--- src/rtl/accumulator_3_if.sv ---
// Operand/result handshake bundle for accumulator_3.
// Both sides use strict valid/ready. A transfer happens on a rising clock edge
// where valid and ready are both high. A source holds its valid and payload
// stable until that edge. A sink may drive ready independently of valid.
interface accumulator_3_if;
    logic       in_valid;
    logic       in_ready;
    logic [2:0] y;
    logic       c_in;
    logic       out_valid;
    logic       out_ready;
    logic [2:0] acc;
    logic       carry;
    logic [3:0] carry_cnt;

    // Upstream producer and downstream consumer side
    modport master (
        output in_valid, y, c_in, out_ready,
        input  in_ready, out_valid, acc, carry, carry_cnt
    );

    // Accumulator side
    modport slave (
        input  in_valid, y, c_in, out_ready,
        output in_ready, out_valid, acc, carry, carry_cnt
    );
endinterface

--- src/rtl/accumulator_3.sv ---
// 3-bit accumulator built on a ripple-carry adder.
// The registered sum is fed back as the adder's x operand.
// Each result is presented once through a valid/ready handshake.
// A 4-bit saturating counter tracks how many additions carried out.

// Ripple-carry 3-bit adder: {c_out, s} = x + y + c_in
module full_adder_3 (
    input  logic [2:0] x,
    input  logic [2:0] y,
    input  logic       c_in,
    output logic [2:0] s,
    output logic       c_out
);
    logic [3:0] c;

    // Chain of one-bit full adders
    always_comb begin
        c    = '0;
        s    = '0;
        c[0] = c_in;
        for (int i = 0; i < 3; i++) begin
            s[i]   = x[i] ^ y[i] ^ c[i];
            c[i+1] = (x[i] & y[i]) | (x[i] & c[i]) | (y[i] & c[i]);
        end
        c_out = c[3];
    end
endmodule

module accumulator_3 (
    input  logic             clock,
    input  logic             reset,
    input  logic             clear,
    accumulator_3_if.slave   bus,
    output logic             state_dbg
);
    typedef enum logic {
        ST_ACCEPT  = 1'b0,
        ST_PRESENT = 1'b1
    } state_e;

    state_e     state_q, state_d;
    logic [2:0] acc_q, acc_d;
    logic       carry_q, carry_d;
    logic [3:0] carry_cnt_q, carry_cnt_d;
    logic       in_ready_q, in_ready_d;
    logic       out_valid_q, out_valid_d;

    logic [2:0] sum_s;
    logic       sum_c_out;

    full_adder_3 u_adder (
        .x     (acc_q),
        .y     (bus.y),
        .c_in  (bus.c_in),
        .s     (sum_s),
        .c_out (sum_c_out)
    );

    // Next-state logic: clear overrides handshake; ACCEPT captures, PRESENT waits for ack
    always_comb begin
        state_d     = state_q;
        acc_d       = acc_q;
        carry_d     = carry_q;
        carry_cnt_d = carry_cnt_q;
        in_ready_d  = in_ready_q;
        out_valid_d = out_valid_q;
        if (clear) begin
            state_d     = ST_ACCEPT;
            acc_d       = '0;
            carry_d     = 1'b0;
            carry_cnt_d = '0;
            in_ready_d  = 1'b1;
            out_valid_d = 1'b0;
        end else begin
            case (state_q)
                ST_ACCEPT: begin
                    if (bus.in_valid) begin
                        acc_d   = sum_s;
                        carry_d = sum_c_out;
                        if (sum_c_out && (carry_cnt_q != 4'd15)) begin
                            carry_cnt_d = carry_cnt_q + 4'd1;
                        end
                        state_d     = ST_PRESENT;
                        in_ready_d  = 1'b0;
                        out_valid_d = 1'b1;
                    end
                end
                ST_PRESENT: begin
                    if (bus.out_ready) begin
                        state_d     = ST_ACCEPT;
                        in_ready_d  = 1'b1;
                        out_valid_d = 1'b0;
                    end
                end
                default: begin
                    state_d     = ST_ACCEPT;
                    in_ready_d  = 1'b1;
                    out_valid_d = 1'b0;
                end
            endcase
        end
    end

    // State registers; handshake outputs are registered so they depend on state only
    always_ff @(posedge clock or posedge reset) begin
        if (reset) begin
            state_q     <= ST_ACCEPT;
            acc_q       <= '0;
            carry_q     <= 1'b0;
            carry_cnt_q <= '0;
            in_ready_q  <= 1'b1;
            out_valid_q <= 1'b0;
        end else begin
            state_q     <= state_d;
            acc_q       <= acc_d;
            carry_q     <= carry_d;
            carry_cnt_q <= carry_cnt_d;
            in_ready_q  <= in_ready_d;
            out_valid_q <= out_valid_d;
        end
    end

    assign bus.acc       = acc_q;
    assign bus.carry     = carry_q;
    assign bus.carry_cnt = carry_cnt_q;
    assign bus.in_ready  = in_ready_q;
    assign bus.out_valid = out_valid_q;
    assign state_dbg     = state_q;
endmodule

--- src/flat_wrapper.sv ---
// flat-port wrapper written by rule: the top's interface ports become plain ports
module accumulator_3_flat 
  (clock, reset, clear, state_dbg, bus_in_valid, bus_y, bus_c_in, bus_out_ready, bus_in_ready, bus_out_valid, bus_acc, bus_carry, bus_carry_cnt);
  accumulator_3_if bus_i ();
  input  logic clock;
  input  logic reset;
  input  logic clear;
  output logic state_dbg;
  input wire logic [$bits(bus_i.in_valid)-1:0] bus_in_valid;
  input wire logic [$bits(bus_i.y)-1:0] bus_y;
  input wire logic [$bits(bus_i.c_in)-1:0] bus_c_in;
  input wire logic [$bits(bus_i.out_ready)-1:0] bus_out_ready;
  output wire logic [$bits(bus_i.in_ready)-1:0] bus_in_ready;
  output wire logic [$bits(bus_i.out_valid)-1:0] bus_out_valid;
  output wire logic [$bits(bus_i.acc)-1:0] bus_acc;
  output wire logic [$bits(bus_i.carry)-1:0] bus_carry;
  output wire logic [$bits(bus_i.carry_cnt)-1:0] bus_carry_cnt;
  assign bus_i.in_valid = bus_in_valid;
  assign bus_i.y = bus_y;
  assign bus_i.c_in = bus_c_in;
  assign bus_i.out_ready = bus_out_ready;
  assign bus_in_ready = bus_i.in_ready;
  assign bus_out_valid = bus_i.out_valid;
  assign bus_acc = bus_i.acc;
  assign bus_carry = bus_i.carry;
  assign bus_carry_cnt = bus_i.carry_cnt;
  accumulator_3 u_core (.clock(clock), .reset(reset), .clear(clear), .bus(bus_i), .state_dbg(state_dbg));
endmodule
--- config.mk ---
export PLATFORM = sky130hd
export DESIGN_NAME = accumulator_3_flat
export DESIGN_NICKNAME = d
export VERILOG_FILES = /design/src/rtl/accumulator_3_if.sv /design/src/rtl/accumulator_3.sv /design/src/flat_wrapper.sv
export SDC_FILE = /design/constraint.sdc
export NUM_CORES = 1
export LEC_CHECK = 0
export CORE_MARGIN = 2
export CORE_UTILIZATION = 47
export CTS_CLUSTER_SIZE = 10
export DETAILED_ROUTE_END_ITERATION = 7
export PLACE_DENSITY = 0.81
export SLEW_MARGIN = 5
export SYNTH_ARGS = -nofsm -noshare
export SYNTH_HDL_FRONTEND = slang
export SYNTH_HIERARCHICAL = 1
export SYNTH_SLANG_ARGS = --single-unit
--- constraint.sdc ---
create_clock -name clock -period 5.91 [get_ports clock]
set_clock_uncertainty 0.15 [all_clocks]
set_input_delay 1.182 -clock clock [delete_from_list [all_inputs] [get_ports clock]]
set_output_delay 1.182 -clock clock [all_outputs]
set_load 0.05 [all_outputs]
==> Word-level counts from Yosys, hierarchy flattened <==
Cells that the tools add are included.
W data, S select, Z words.
{ "op_classes": {"n_mux": 22, "n_eq_ne": 4, "n_reduce_logical": 6, "addsub": 1, "bitwise_logic": 22} }
{ "ops": {"columns": ["operator", "count"], "rows": [
  ["$mux W4", 4],
  ["$mux W1", 12],
  ["$and A1 B1 Y1", 9],
  ["$mux W3", 3],
  ["$ne A3 B3 Y1 const B", 2],
  ["$or A1 B1 Y1", 6],
  ["$pmux W1 S2", 3],
  ["$xor A1 B1 Y1", 6],
  ["$add A4 B1 Y4 const B", 1],
  ["$ne A4 B4 Y1 const B", 1],
  ["$reduce_and A2 Y1", 2],
  ["$reduce_bool A2 Y1", 2],
  ["$reduce_and A3 Y1", 1],
  ["$ne A2 B2 Y1 const B", 1],
  ["$logic_and A1 B1 Y1", 1],
  ["$not A1 Y1", 1]
]} }
{ "totals": {"elab_cells": 61, "ff_bits": 11, "in_bits": 9, "out_inout_bits": 11} }

==> Logic depth before layout (Yosys ltp) <==
{ "logic_depth": {"depth_word": 14, "mapped_depth": 10, "mapped_depth_nobuf": 10} }

==> Modules after synthesis <==
The synthesis kept the hierarchy.
{ "modules_own_cells": {"columns": ["mod", "seq_area_each_um2", "cells_each", "area_each_um2", "n_inst"], "rows": [
  ["accumulator_3", 276.5, 47, 528.0, 1],
  ["full_adder_3", 0.0, 13, 97.6, 1]
]} }

==> Least setup slack after synthesis <==
No wires, ideal clock.
{ "synth_path": {"kind": "input to register", "start": "input bus_y[0]", "end": "register u_core.carry_cnt_q[0] (netlist: u_core/bus.carry_cnt[0])", "arrival_ps": 2904, "required_time_ps": 5635, "setup_time_ps": 125, "n_path_buf": 0, "cell_stages": 10, "path_slack_ps": 2731, "cell_sequence": "inv_1 -> fa_1 -> inv_1 -> fa_1 -> inv_1 -> fa_1 -> inv_1 -> nand3b_4 -> a31oi_4 -> mux2_4"} }
{ "synth_via": {"elab_chain_cells": 12, "elab_cells_between_ends": 15, "cone_classes": "bitwise (12); reduce/logical (3)"} }
{ "synth_lines": {"columns": ["element", "line", "rtl"], "rows": [
  ["from (decl)", "flat_wrapper.sv:10", "input wire logic [$bits(bus_i.y)-1:0] bus_y;"],
  ["$and A1 B1 Y1", "accumulator_3.sv:23", "c[i+1] = (x[i] & y[i]) | (x[i] & c[i]) | (y[i] & c[i]);"],
  ["$or A1 B1 Y1", "accumulator_3.sv:23", null],
  ["$or A1 B1 Y1 *", "accumulator_3.sv:23", null],
  ["$and A1 B1 Y1", "accumulator_3.sv:23", null],
  ["$or A1 B1 Y1", "accumulator_3.sv:23", null],
  ["$or A1 B1 Y1 *", "accumulator_3.sv:23", null],
  ["$and A1 B1 Y1", "accumulator_3.sv:23", null],
  ["$or A1 B1 Y1", "accumulator_3.sv:23", null],
  ["$or A1 B1 Y1 *", "accumulator_3.sv:23", null],
  ["named net u_core.sum_c_out", "accumulator_3.sv:49", "logic sum_c_out;"],
  ["$logic_and A1 B1 Y1 *", "accumulator_3.sv:80", "if (sum_c_out && (carry_cnt_q != 4'd15)) begin"],
  ["$reduce_bool A2 Y1 (no line) *", null, null],
  ["$reduce_and A3 Y1 (no line) *", null, null],
  ["to (signal assigned)", "accumulator_3.sv:117", "carry_cnt_q <= carry_cnt_d;"],
  ["to (decl)", "accumulator_3.sv:44", "logic [3:0] carry_cnt_q, carry_cnt_d;"]
]} }
Mark *: on every way through the listed nets, which the timed path passes. The rest lies on a longest branch.
A chain may end at the register's enable or synchronous reset.

==> Worst setup path in the final report <==
Ends and elaborated chain as after synthesis.

==> impl_metrics.yaml <==
critical_path:
  cp.required_ns: 5.91
  worstPathArrival_ns: 3.48
  crit_fanout: 6
  crit_type: "in2reg"
  worst_setup_path_start_kind: "input port"
  cp-end-kind: "flip-flop"
synth:
  syn_inst: 60
  avgSynthCellArea_um2: 10.43
  ys_ff_latch: 11
  yosysWarningCount: 6
  synth_flop_cell: "dfrtp_1"
  async_flop_share_pct: 100.0
  seq_area_frac_synth_pct: 44.20
  syn_nets: 73
  synthTopCellsByArea: "dfrtp_1, fa_1, inv_1"
  synthTopCellsByCount: "inv_1, dfrtp_1, nand2_1, nor2_1, mux2i_1"
  synth_top_area_share_pct: 40.00
  ys_types: 20
  synth_area_um2: 625.6
  synth_edf_count: 0
  yosys.area.top_type: "dfrtp_1"
  post-synth-top-count-cell: "inv_1"
global_route:
  antenna_found_initial: 0
  grt_pass1_wl_mm: 1.780
  grt_usage_pct: 17.27
  grt_max_degree: 12
  gr-total-overflow: 0
  grt_pass1_vias: 433
placed_design:
  io_buffers: 19
  place_hpwl_um: 932.7
  dp.cells: 92
  gp_congestion: 0.7139
floorplanning:
  dieArea_um2: 1639
  die_w_um: 40.49
  pin_count: 20
  die_h_um: 40.49
  core-area_um2: 1269
  row_count: 13
  start_util_pct: 49.31
sta:
  hold_violations: 0
  slew-limit-headroom_pct: 66.73
  setup_tns_ns: 0
  fmax_mhz: 287.2
  finalSetupViolations: 0
  period_share_pct: 58.92
  min_period_ns: 3.482
  worstMarginPinSlew_ns: 0.4975
  drv_slew: 0
  rsz0062_at_grt: "no"
drt:
  vias: 496
  routed_wl_mm: 1.201
  drc_errors: 0
  drt_iter0_markers: 12
  wire_per_inst_um: 12.51
  drt_pass1_iterations: 4
  drtAntennaViolNets: 0
  via_per_inst: 5.167
layout:
  nets: 95
  final-seq-area_um2: 276.5
  antennaDiodeCount: 0
  multi_input_area_um2: 290.3
  drive_gt1_share_pct: 9.877
  stdcell_count: 96
  synthToLayoutAreaGrowth_pct: 36.00
  fill_cells: 114
job:
  max_cap_viol_count: 0
clocking:
  clk_pin_slew_worst_paths_ns: 0.07
  clock-sinks: 11
  hold_buffers: 0
  cts-root-buf: "clkbuf_4"
  cts_tree: "done"
  cts_buffer_depth: 2
  cts.htree.levels: 1
  cts_buffers: 3
  cts.repair.resized: 0
  clkLatencyLatePin_ns: 0.26
  postCtsSetupBuffers: 0
power_and_ir_drop:
  p_per_area_nw_per_um2: 228.8
  power.leakage_nw: 0.4140
  ir_worst_vdd_uv: 166.9
status:
  run_status: "finished clean"
worst_hold_path:
  hold_class: "reg2reg"
final timing paths:
path	from	to	slack [ns]	cells after the start
max reg2reg	u_core/bus.acc[0]	u_core/bus.carry_cnt[0]	3.46	10
max in group asynchronous	reset	u_core/bus.in_ready	4.23	2
min in group asynchronous	reset	u_core/bus.carry_cnt[1]	1.06	2
min reg2reg	u_core/bus.carry	u_core/bus.carry	0.37	2
max	bus_y[0]	u_core/bus.carry_cnt[0]	2.43	11
min	u_core/bus.carry	u_core/bus.carry	0.37	2
critical path, stage by stage:
cell	delay, ns
clkdlybuf4s50_1	0.45
inv_1	0.05
fa_1	0.42
inv_1	0.08
fa_1	0.15
inv_1	0.05
fa_1	0.35
inv_1	0.10
nand3b_4	0.13
a31oi_4	0.21
mux2_4	0.32
placed cells by master, fill, tap and decap left out:
| cell | count |
|---|---|
| nor2_1 | 5 |
| nor2b_1 | 1 |
| a21o_2 | 1 |
| nand3_1 | 1 |
| mux2i_1 | 4 |
| mux2_4 | 1 |
| ha_1 | 1 |
| inv_1 | 13 |
| dfstp_2 | 1 |
| a21oi_1 | 2 |
| dfrtp_1 | 10 |
| nand2_1 | 7 |
| nand3b_4 | 1 |
| clkbuf_1 | 1 |
| clkdlybuf4s50_1 | 19 |
| clkbuf_4 | 3 |
| fa_1 | 3 |
| a31oi_4 | 1 |
| nand2b_1 | 1 |
| o41ai_1 | 2 |
| o21ai_0 | 1 |
| o311ai_1 | 2 |
metrics by stage:
stage / cell area (um^2) / util, % / power [mW] / hold slack, ns / setup WS (ns)
floorplan: 625.6 / - / 0.1258 / 0.5927 / 2.731
global placement: 824.5 / 64.99 / 0.1449 / 0.3600 / 2.202
detailed placement: 824.5 / 64.99 / 0.1466 / 0.3653 / 2.134
CTS: 850.8 / 67.06 / 0.1981 / 0.3750 / 2.418
global route: 850.8 / 67.06 / 0.2073 / 0.4108 / 2.363
finish: 850.8 / 67.06 / 0.1947 / 0.3727 / 2.428
where the power goes:
group          internal (mW)  switching, mW  leakage [nW]
clock                 0.0261         0.0240        0.0150
combinational         0.0238         0.0362         0.253
sequential            0.0806        0.00392         0.146
total                  0.130         0.0642         0.414
state kept, by name, indices dropped and copies added, names as in the netlist:
register and flops:
u_core/bus.carry 1, u_core/bus.in_ready 1, u_core/bus.out_valid 1, u_core/bus.carry_cnt 4, u_core/bus.acc 3, u_core/state_dbg 1
layout make-up:
| class | count | area share [%] |
|---|---|---|
| timing repair buffer | 19 | 22.35 |
| tap | 15 | 2.206 |
| multi-input combinational | 34 | 34.12 |
| inverter | 13 | 5.735 |
| clock buffer | 4 | 3.088 |
| sequential | 11 | 32.50 |
layer usage:
layer | track usage, % | vias to the layer above | part of all wire [%]
li1 | - | 237 | -
met1 | 18.82 | 233 | 41
met2 | 30.56 | 22 | 50
met3 | 3.333 | 4 | 7.5
met4 | 10.00 | 0 | 1.3
met5 | 0 | - | 0
cells by family (layout without fill, tap and decap cells):
logic type               after synthesis  in the layout  synth area share (%)
AND/OR/NAND/NOR                       16             16                 13.20
buffers and inverters                 15             36                 9.401
flip-flops                            11             11                 44.20
AO/OA/AOI/OAI                          9              9                 12.80
multiplexers                           5              5                 8.800
adder cells (fa/ha/maj)                4              4                 11.60
Note: power is estimated with default switching activity, not from simulation.
